--- src/rtl/msrv_32_pkg.sv ---
// Shared encodings for the data-memory access unit: access sizes, FSM
// states, byte-lane mask constants and the misalignment rule.
package msrv_32_pkg;

    // Access size encoding on load_size_in (bit 1 set means word).
    localparam logic [1:0] LS_BYTE = 2'b00;
    localparam logic [1:0] LS_HALF = 2'b01;
    localparam logic [1:0] LS_WORD = 2'b10;

    // Request-tracking FSM states.
    typedef enum logic {
        IDLE = 1'b0,
        REQ  = 1'b1
    } state_t;

    // Byte-lane write masks.
    localparam logic [3:0] MASK_NONE    = 4'b0000;
    localparam logic [3:0] MASK_BYTE0   = 4'b0001;
    localparam logic [3:0] MASK_HALF_LO = 4'b0011;
    localparam logic [3:0] MASK_HALF_HI = 4'b1100;
    localparam logic [3:0] MASK_WORD    = 4'b1111;

    // A half must sit on an even address, a word on a multiple of four.
    function automatic logic is_misaligned(input logic [1:0] size,
                                           input logic [1:0] addr_lo);
        logic mis;
        mis = 1'b0;
        if (size[1]) begin
            mis = (addr_lo != 2'b00);
        end else if (size == LS_HALF) begin
            mis = addr_lo[0];
        end
        return mis;
    endfunction

endpackage

--- src/rtl/msrv_32_store_lane_steer.sv ---
// Combinational store steering: replicates right-aligned store data onto
// every lane it could land in and selects the byte-lane mask from the
// access size and the low address bits.
module msrv_32_store_lane_steer
    import msrv_32_pkg::*;
(
    input  logic [1:0]  size_in,
    input  logic [1:0]  addr_lo_in,
    input  logic [31:0] rs2_in,
    output logic [31:0] data_out,
    output logic [3:0]  mask_out
);

    // Pick data replication and lane mask for the access size.
    always_comb begin
        // NOTE: every output gets a default before the branches so no path
        // leaves it unassigned, which would otherwise infer a latch.
        data_out = rs2_in;
        mask_out = MASK_WORD;
        if (size_in[1]) begin
            data_out = rs2_in;
            mask_out = MASK_WORD;
        end else if (size_in == LS_HALF) begin
            data_out = {2{rs2_in[15:0]}};
            mask_out = addr_lo_in[1] ? MASK_HALF_HI : MASK_HALF_LO;
        end else begin
            data_out = {4{rs2_in[7:0]}};
            mask_out = MASK_BYTE0 << addr_lo_in;
        end
    end

endmodule

--- src/rtl/msrv_32_dmem_access_unit.sv ---
// Data-memory access controller. Registers one load/store per request,
// drives the word-aligned bus address, steered write data and byte mask,
// holds the request until ahb_ready_in or the watchdog fires, then pulses
// done_out and captures load results for the load unit.
// Optional feature macro: MSRV32_MISALIGN_DETECT_EN (misaligned halves and
// words complete without a bus request and report misaligned_out).
module msrv_32_dmem_access_unit
    import msrv_32_pkg::*;
#(
    parameter int TIMEOUT_CYCLES = 16
) (
    input  logic        ms_riscv32_mp_clk_in,
    input  logic        ms_riscv32_mp_rst_in,
    input  logic        mem_valid_in,
    input  logic        mem_is_store_in,
    input  logic [31:0] iadder_in,
    input  logic [31:0] rs2_in,
    input  logic [1:0]  load_size_in,
    input  logic        load_unsigned_in,
    input  logic        ahb_ready_in,
    input  logic        ahb_resp_in,
    input  logic [31:0] ms_riscv32_mp_dmdata_in,
    output logic [31:0] ms_riscv32_mp_dmaddr_out,
    output logic [31:0] ms_riscv32_mp_dmdata_out,
    output logic [3:0]  ms_riscv32_mp_dmwr_mask_out,
    output logic        ms_riscv32_mp_dmwr_req_out,
    output logic        ms_riscv32_mp_dmrd_req_out,
    output logic        stall_out,
    output logic        done_out,
    output logic        err_out,
    output logic        misaligned_out,
    output logic [31:0] lu_dmdata_out,
    output logic [1:0]  lu_iadder_1_to_0_out,
    output logic [1:0]  lu_load_size_out,
    output logic        lu_load_unsigned_out,
    output logic        lu_resp_out
);

    // Counter only needs to reach TIMEOUT_CYCLES-1; it saturates at all-ones.
    localparam int CNT_W = (TIMEOUT_CYCLES > 2) ? $clog2(TIMEOUT_CYCLES) : 1;
    localparam logic [CNT_W-1:0] CNT_LAST =
        (TIMEOUT_CYCLES > 0) ? CNT_W'(TIMEOUT_CYCLES - 1) : '0;
    localparam logic [CNT_W-1:0] CNT_MAX = '1;

    state_t state_q, state_d;

    logic [CNT_W-1:0] cnt_q, cnt_d;
    logic [31:0] addr_q, addr_d;
    logic [31:0] wdata_q, wdata_d;
    logic [3:0]  mask_q, mask_d;
    logic        is_store_q, is_store_d;
    logic [1:0]  size_q, size_d;
    logic [1:0]  addr_lo_q, addr_lo_d;
    logic        uns_q, uns_d;
    logic        misal_q, misal_d;
    logic        done_q, done_d;
    logic        err_q, err_d;
    logic        misal_out_q, misal_out_d;
    logic [31:0] lu_data_q, lu_data_d;
    logic [1:0]  lu_lo_q, lu_lo_d;
    logic [1:0]  lu_size_q, lu_size_d;
    logic        lu_uns_q, lu_uns_d;
    logic        lu_resp_q, lu_resp_d;

    logic [31:0] steer_data;
    logic [3:0]  steer_mask;
    logic        accept;
    logic        timeout_hit;
    logic        exit_req;
    logic        misal_acc;
    logic        err_now;

    msrv_32_store_lane_steer u_steer (
        .size_in    (load_size_in),
        .addr_lo_in (iadder_in[1:0]),
        .rs2_in     (rs2_in),
        .data_out   (steer_data),
        .mask_out   (steer_mask)
    );

`ifdef MSRV32_MISALIGN_DETECT_EN
    assign misal_acc = is_misaligned(load_size_in, iadder_in[1:0]);
`else
    assign misal_acc = 1'b0;
`endif

    assign accept      = (state_q == IDLE) && mem_valid_in;
    assign timeout_hit = (TIMEOUT_CYCLES != 0) && (cnt_q == CNT_LAST);
    assign exit_req    = (state_q == REQ) && (misal_q || ahb_ready_in || timeout_hit);
    // A completed transfer reports the bus response; an abort is always an error.
    assign err_now     = ahb_ready_in ? ahb_resp_in : 1'b1;

    // FSM state register.
    always_ff @(posedge ms_riscv32_mp_clk_in or posedge ms_riscv32_mp_rst_in) begin
        // NOTE: sequential state uses non-blocking assignments so every flop
        // samples pre-edge values regardless of statement order.
        if (ms_riscv32_mp_rst_in) begin
            state_q <= IDLE;
        end else begin
            state_q <= state_d;
        end
    end

    // FSM next state: open on a request, close on ready, timeout or misalignment.
    always_comb begin
        state_d = state_q;
        case (state_q)
            IDLE:    if (mem_valid_in) state_d = REQ;
            REQ:     if (exit_req)     state_d = IDLE;
            default: state_d = IDLE;
        endcase
    end

    // FSM outputs: stall and bus requests follow the open request.
    always_comb begin
        stall_out                  = (state_q == REQ);
        ms_riscv32_mp_dmrd_req_out = (state_q == REQ) && !is_store_q && !misal_q;
        ms_riscv32_mp_dmwr_req_out = (state_q == REQ) &&  is_store_q && !misal_q;
    end

    // Datapath next values: capture on accept, count while waiting, report on exit.
    always_comb begin
        cnt_d       = cnt_q;
        addr_d      = addr_q;
        wdata_d     = wdata_q;
        mask_d      = mask_q;
        is_store_d  = is_store_q;
        size_d      = size_q;
        addr_lo_d   = addr_lo_q;
        uns_d       = uns_q;
        misal_d     = misal_q;
        done_d      = 1'b0;
        err_d       = 1'b0;
        misal_out_d = 1'b0;
        lu_data_d   = lu_data_q;
        lu_lo_d     = lu_lo_q;
        lu_size_d   = lu_size_q;
        lu_uns_d    = lu_uns_q;
        lu_resp_d   = lu_resp_q;

        if (accept) begin
            cnt_d      = '0;
            addr_d     = {iadder_in[31:2], 2'b00};
            wdata_d    = mem_is_store_in ? steer_data : '0;
            mask_d     = (mem_is_store_in && !misal_acc) ? steer_mask : MASK_NONE;
            is_store_d = mem_is_store_in;
            size_d     = load_size_in;
            addr_lo_d  = iadder_in[1:0];
            uns_d      = load_unsigned_in;
            misal_d    = misal_acc;
        end

        if (state_q == REQ) begin
            if (!ahb_ready_in && (cnt_q != CNT_MAX)) begin
                cnt_d = cnt_q + CNT_W'(1);
            end
            if (exit_req) begin
                done_d = 1'b1;
                if (misal_q) begin
                    misal_out_d = 1'b1;
                end else begin
                    err_d = err_now;
                    if (!is_store_q) begin
                        lu_data_d = err_now ? 32'h0 : ms_riscv32_mp_dmdata_in;
                        lu_resp_d = err_now;
                        lu_lo_d   = addr_lo_q;
                        lu_size_d = size_q;
                        lu_uns_d  = uns_q;
                    end
                end
            end
        end
    end

    // Datapath registers; everything clears on reset so outputs start at 0.
    always_ff @(posedge ms_riscv32_mp_clk_in or posedge ms_riscv32_mp_rst_in) begin
        if (ms_riscv32_mp_rst_in) begin
            cnt_q       <= '0;
            addr_q      <= '0;
            wdata_q     <= '0;
            mask_q      <= '0;
            is_store_q  <= 1'b0;
            size_q      <= '0;
            addr_lo_q   <= '0;
            uns_q       <= 1'b0;
            misal_q     <= 1'b0;
            done_q      <= 1'b0;
            err_q       <= 1'b0;
            misal_out_q <= 1'b0;
            lu_data_q   <= '0;
            lu_lo_q     <= '0;
            lu_size_q   <= '0;
            lu_uns_q    <= 1'b0;
            lu_resp_q   <= 1'b0;
        end else begin
            cnt_q       <= cnt_d;
            addr_q      <= addr_d;
            wdata_q     <= wdata_d;
            mask_q      <= mask_d;
            is_store_q  <= is_store_d;
            size_q      <= size_d;
            addr_lo_q   <= addr_lo_d;
            uns_q       <= uns_d;
            misal_q     <= misal_d;
            done_q      <= done_d;
            err_q       <= err_d;
            misal_out_q <= misal_out_d;
            lu_data_q   <= lu_data_d;
            lu_lo_q     <= lu_lo_d;
            lu_size_q   <= lu_size_d;
            lu_uns_q    <= lu_uns_d;
            lu_resp_q   <= lu_resp_d;
        end
    end

    assign ms_riscv32_mp_dmaddr_out    = addr_q;
    assign ms_riscv32_mp_dmdata_out    = wdata_q;
    assign ms_riscv32_mp_dmwr_mask_out = mask_q;
    assign done_out                    = done_q;
    assign err_out                     = err_q;
    assign misaligned_out              = misal_out_q;
    assign lu_dmdata_out               = lu_data_q;
    assign lu_iadder_1_to_0_out        = lu_lo_q;
    assign lu_load_size_out            = lu_size_q;
    assign lu_load_unsigned_out        = lu_uns_q;
    assign lu_resp_out                 = lu_resp_q;

endmodule

--- config.mk ---
export PLATFORM = sky130hd
export DESIGN_NAME = msrv_32_dmem_access_unit
export DESIGN_NICKNAME = d
export VERILOG_FILES = /design/src/rtl/msrv_32_pkg.sv /design/src/rtl/msrv_32_store_lane_steer.sv /design/src/rtl/msrv_32_dmem_access_unit.sv
export SDC_FILE = /design/constraint.sdc
export NUM_CORES = 1
export LEC_CHECK = 0
export CAP_MARGIN = 20
export CORE_ASPECT_RATIO = 1.75
export CORE_MARGIN = 1
export CORE_UTILIZATION = 33
export DETAILED_ROUTE_END_ITERATION = 16
export PLACE_DENSITY_LB_ADDON = 0.15
export SLEW_MARGIN = 5
export SYNTH_ARGS = -nofsm -noshare
export SYNTH_HDL_FRONTEND = slang
export SYNTH_SLANG_ARGS = --single-unit
--- constraint.sdc ---
create_clock -name ms_riscv32_mp_clk_in -period 3.75 [get_ports ms_riscv32_mp_clk_in]
set_input_delay 0.375 -clock ms_riscv32_mp_clk_in [delete_from_list [all_inputs] [get_ports ms_riscv32_mp_clk_in]]
set_output_delay 0.375 -clock ms_riscv32_mp_clk_in [all_outputs]
set_load 0.01 [all_outputs]
==> flow_metrics.tcl <==
set metrics [dict create \
    status "finished, final reports clean" \
    vdd_drop_max_uv 300 \
    stdcell_count 852 \
    min_period_ps 2200 \
    cts_made_buffers 17 \
    p_total_mw 4.55 \
    synth_top_cell_area_share_pct 61.4 \
    htreeDepth 4 \
    worst_slew_pin_slew_ps 749 \
    ant_nets 0 \
    hold_violations 0 \
    clock-root-buffer "clkbuf_16" \
    drv_cap 0 \
    grt_pass1_wl_um 21900 \
    mostFrequentLayoutCell "clkdlybuf4s50_1" \
    grt_pass1_vias 4258 \
    start_kind "flop" \
    slew-limit-headroom_pct 49.9 \
    synth_top_cell_by_area "dfrtp_1" \
    die_h_um 161 \
    dp_hpwl_um 9760 \
    io_buffers 213 \
    hold_class "in2async" \
    maxSlewViolCount 0 \
    setup_viol 0 \
    rsz0062_at_grt "false" \
    finalSetupTns_ps 0 \
    hold_ws_ps 411 \
    wire_per_inst_um 16.1 \
    fin_util_pct 54.4 \
    end_kind "output pin" \
    core-area_mm2 0.0140 \
    ios 217 \
    clk_latency_ps 400 \
    drt_iter0_markers 121 \
    gr-total-overflow 0 \
    firstDrtPassIters 4 \
    drcViolationCount 0 \
    ys_seq_area_share_pct 61.4 \
    post-place-ws_ps 1410 \
    cp_max_fo 16 \
    diodes 0 \
    cp_data_arrival_time_ps 1820 \
    postCtsSetupRepairBufs 0 \
    cts-resized-gates 0 \
    place.gp.congestion 0.767 \
    dpl_cell_area_mm2 0.00700 \
    dieArea_mm2 0.0149 \
    grt_max_degree 68 \
    antenna_found_initial 0 \
    postCtsHoldBufs 0 \
    start_util_pct 34.1 \
    ys_ff_latch 117 \
    final_cell_mix "clkdlybuf4s50_1 (213), nand2_1 (151), dfrtp_1 (117), o21ai_0 (55), a22o_1 (35)" \
    vias_per_cell 4.81 \
    cts_tree "yes" \
    synth.distinct_cells 32 \
    rows 57 \
    fin_ws_ps 1550 \
    vias 4102 \
    layout.nets 769 \
    leakage_nw 3.43 \
    synth_cells 455 \
    syn_area_per_cell_um2 10.5 \
    cts.path.max_buffers 2 \
    path_clk_slew_ps 60 \
    ys_top_cells_by_area "dfrtp_1 (61%), nand2_1 (12%), a22o_1 (6.4%)" \
    syn_area_mm2 0.00477 \
    path_class "reg2out" \
    cts_sinks 117 \
    wl_um 13700 \
    cp_data_required_time_ps 3380 \
    post-place-cells 820 \
    yosysWarningCount 0 \
    area_growth_pct 59.6 \
    p_per_area_mw_per_mm2 598 \
    fin_skew_ps 8.90 \
    design_area_mm2 0.00760 \
    grtUsageTotal_pct 19.0 \
    layout-drive-gt1-share_pct 8.00 \
    timing.fmax_ghz 0.455 \
    die_w_um 92.8 \
    final.period_utilization_pct 58.6 \
]
## Yosys cell counts
master / number
dfrtp_1: 117
a22o_1: 35
a21oi_1: 4
nand2_1: 151
nor2_1: 3
buf_4: 4
and2b_1: 1
and2_1: 4
nand2b_1: 2
nand2_4: 1
buf_6: 3
and3b_1: 1
ha_1: 1
clkbuf_1: 5
inv_1: 4
and2b_4: 1
a31oi_1: 1
xnor2_1: 1
o21ai_0: 55
a32oi_1: 1
nand4b_1: 1
conb_1: 1
mux2_2: 13
o32ai_1: 1
clkbuf_2: 1
nand3_1: 10
o22ai_1: 1
buf_2: 19
a41oi_1: 1
mux2i_1: 8
nor2b_1: 3
a31o_4: 1
## state kept, by name, indices dropped and copies added (netlist names)
register,count
addr_lo_q,2
lu_load_size_out,2
lu_resp_out,1
done_out,1
lu_iadder_1_to_0_out,2
lu_load_unsigned_out,1
ms_riscv32_mp_dmaddr_out,30
err_out,1
stall_out,1
ms_riscv32_mp_dmwr_mask_out,4
size_q,2
uns_q,1
cnt_q,4
lu_dmdata_out,32
ms_riscv32_mp_dmdata_out,32
is_store_q,1
## worst paths after layout
kind | from | endpoint | slack [ps] | depth (start not counted)
worst max-delay path | stall_out$_DFF_PP0_ | ms_riscv32_mp_dmrd_req_out | 1550 | 2
worst min-delay path | ms_riscv32_mp_rst_in | lu_dmdata_out[25]$_DFFE_PP0P_ | 410 | 2
worst max register to register | stall_out$_DFF_PP0_ | ms_riscv32_mp_dmdata_out[13]$_DFFE_PP0P_ | 1740 | 4
worst min register to register | ms_riscv32_mp_dmaddr_out[25]$_DFFE_PP0P_ | ms_riscv32_mp_dmaddr_out[25]$_DFFE_PP0P_ | 470 | 2
max in group asynchronous | ms_riscv32_mp_rst_in | ms_riscv32_mp_dmwr_mask_out[0]$_DFFE_PP0P_ | 2520 | 3
min in group ms_riscv32_mp_clk_in | ms_riscv32_mp_dmaddr_out[25]$_DFFE_PP0P_ | ms_riscv32_mp_dmaddr_out[25]$_DFFE_PP0P_ | 470 | 2
## cell families (layout without fill, tap and decap cells)
kind of cell,after synthesis,count (layout),share of synthesized area [%]
fa+ha+maj,1,1,0.262
buf+inv,36,254,4.15
flops,117,117,61.4
compound gates,100,100,13.8
mux,21,21,4.75
other cells,1,3,0.0787
simple gates,178,178,15.3
xor+xnor,1,1,0.184
## where the power goes
group | switching (mW) | total [mW] | leakage (nW) | internal [mW]
logic | 0.507 | 1.23 | 1.66 | 0.725
clock network | 0.566 | 1.61 | 0.275 | 1.04
registers | 0.162 | 1.71 | 1.50 | 1.54
## critical path: stages (launching register included)
cell	delay [ps]
dfrtp_1	610
and2b_4	270
clkdlybuf4s50_1	540
## per-layer routing
layer	GRT usage, %	part of all wire, %	wire length, um	vias up
li1	-	-	-	1948
met1	20.6	38	5240	2010
met2	34.5	54	7400	135
met3	5.79	6.5	896	9
met4	6.50	1.1	157	0
met5	0	0	0	-
## cell type report
type                    instances  area (um2)
clock buffers                  19         433
well taps                     177         221
multi-input cells             304        1650
flip-flops and latches        117        2930
repair buffers                219        2200
fillers                      1284        6370
inverters                       4        17.5
clock inverters                12         156
No activity file was read; power rests on OpenSTA's default activity.
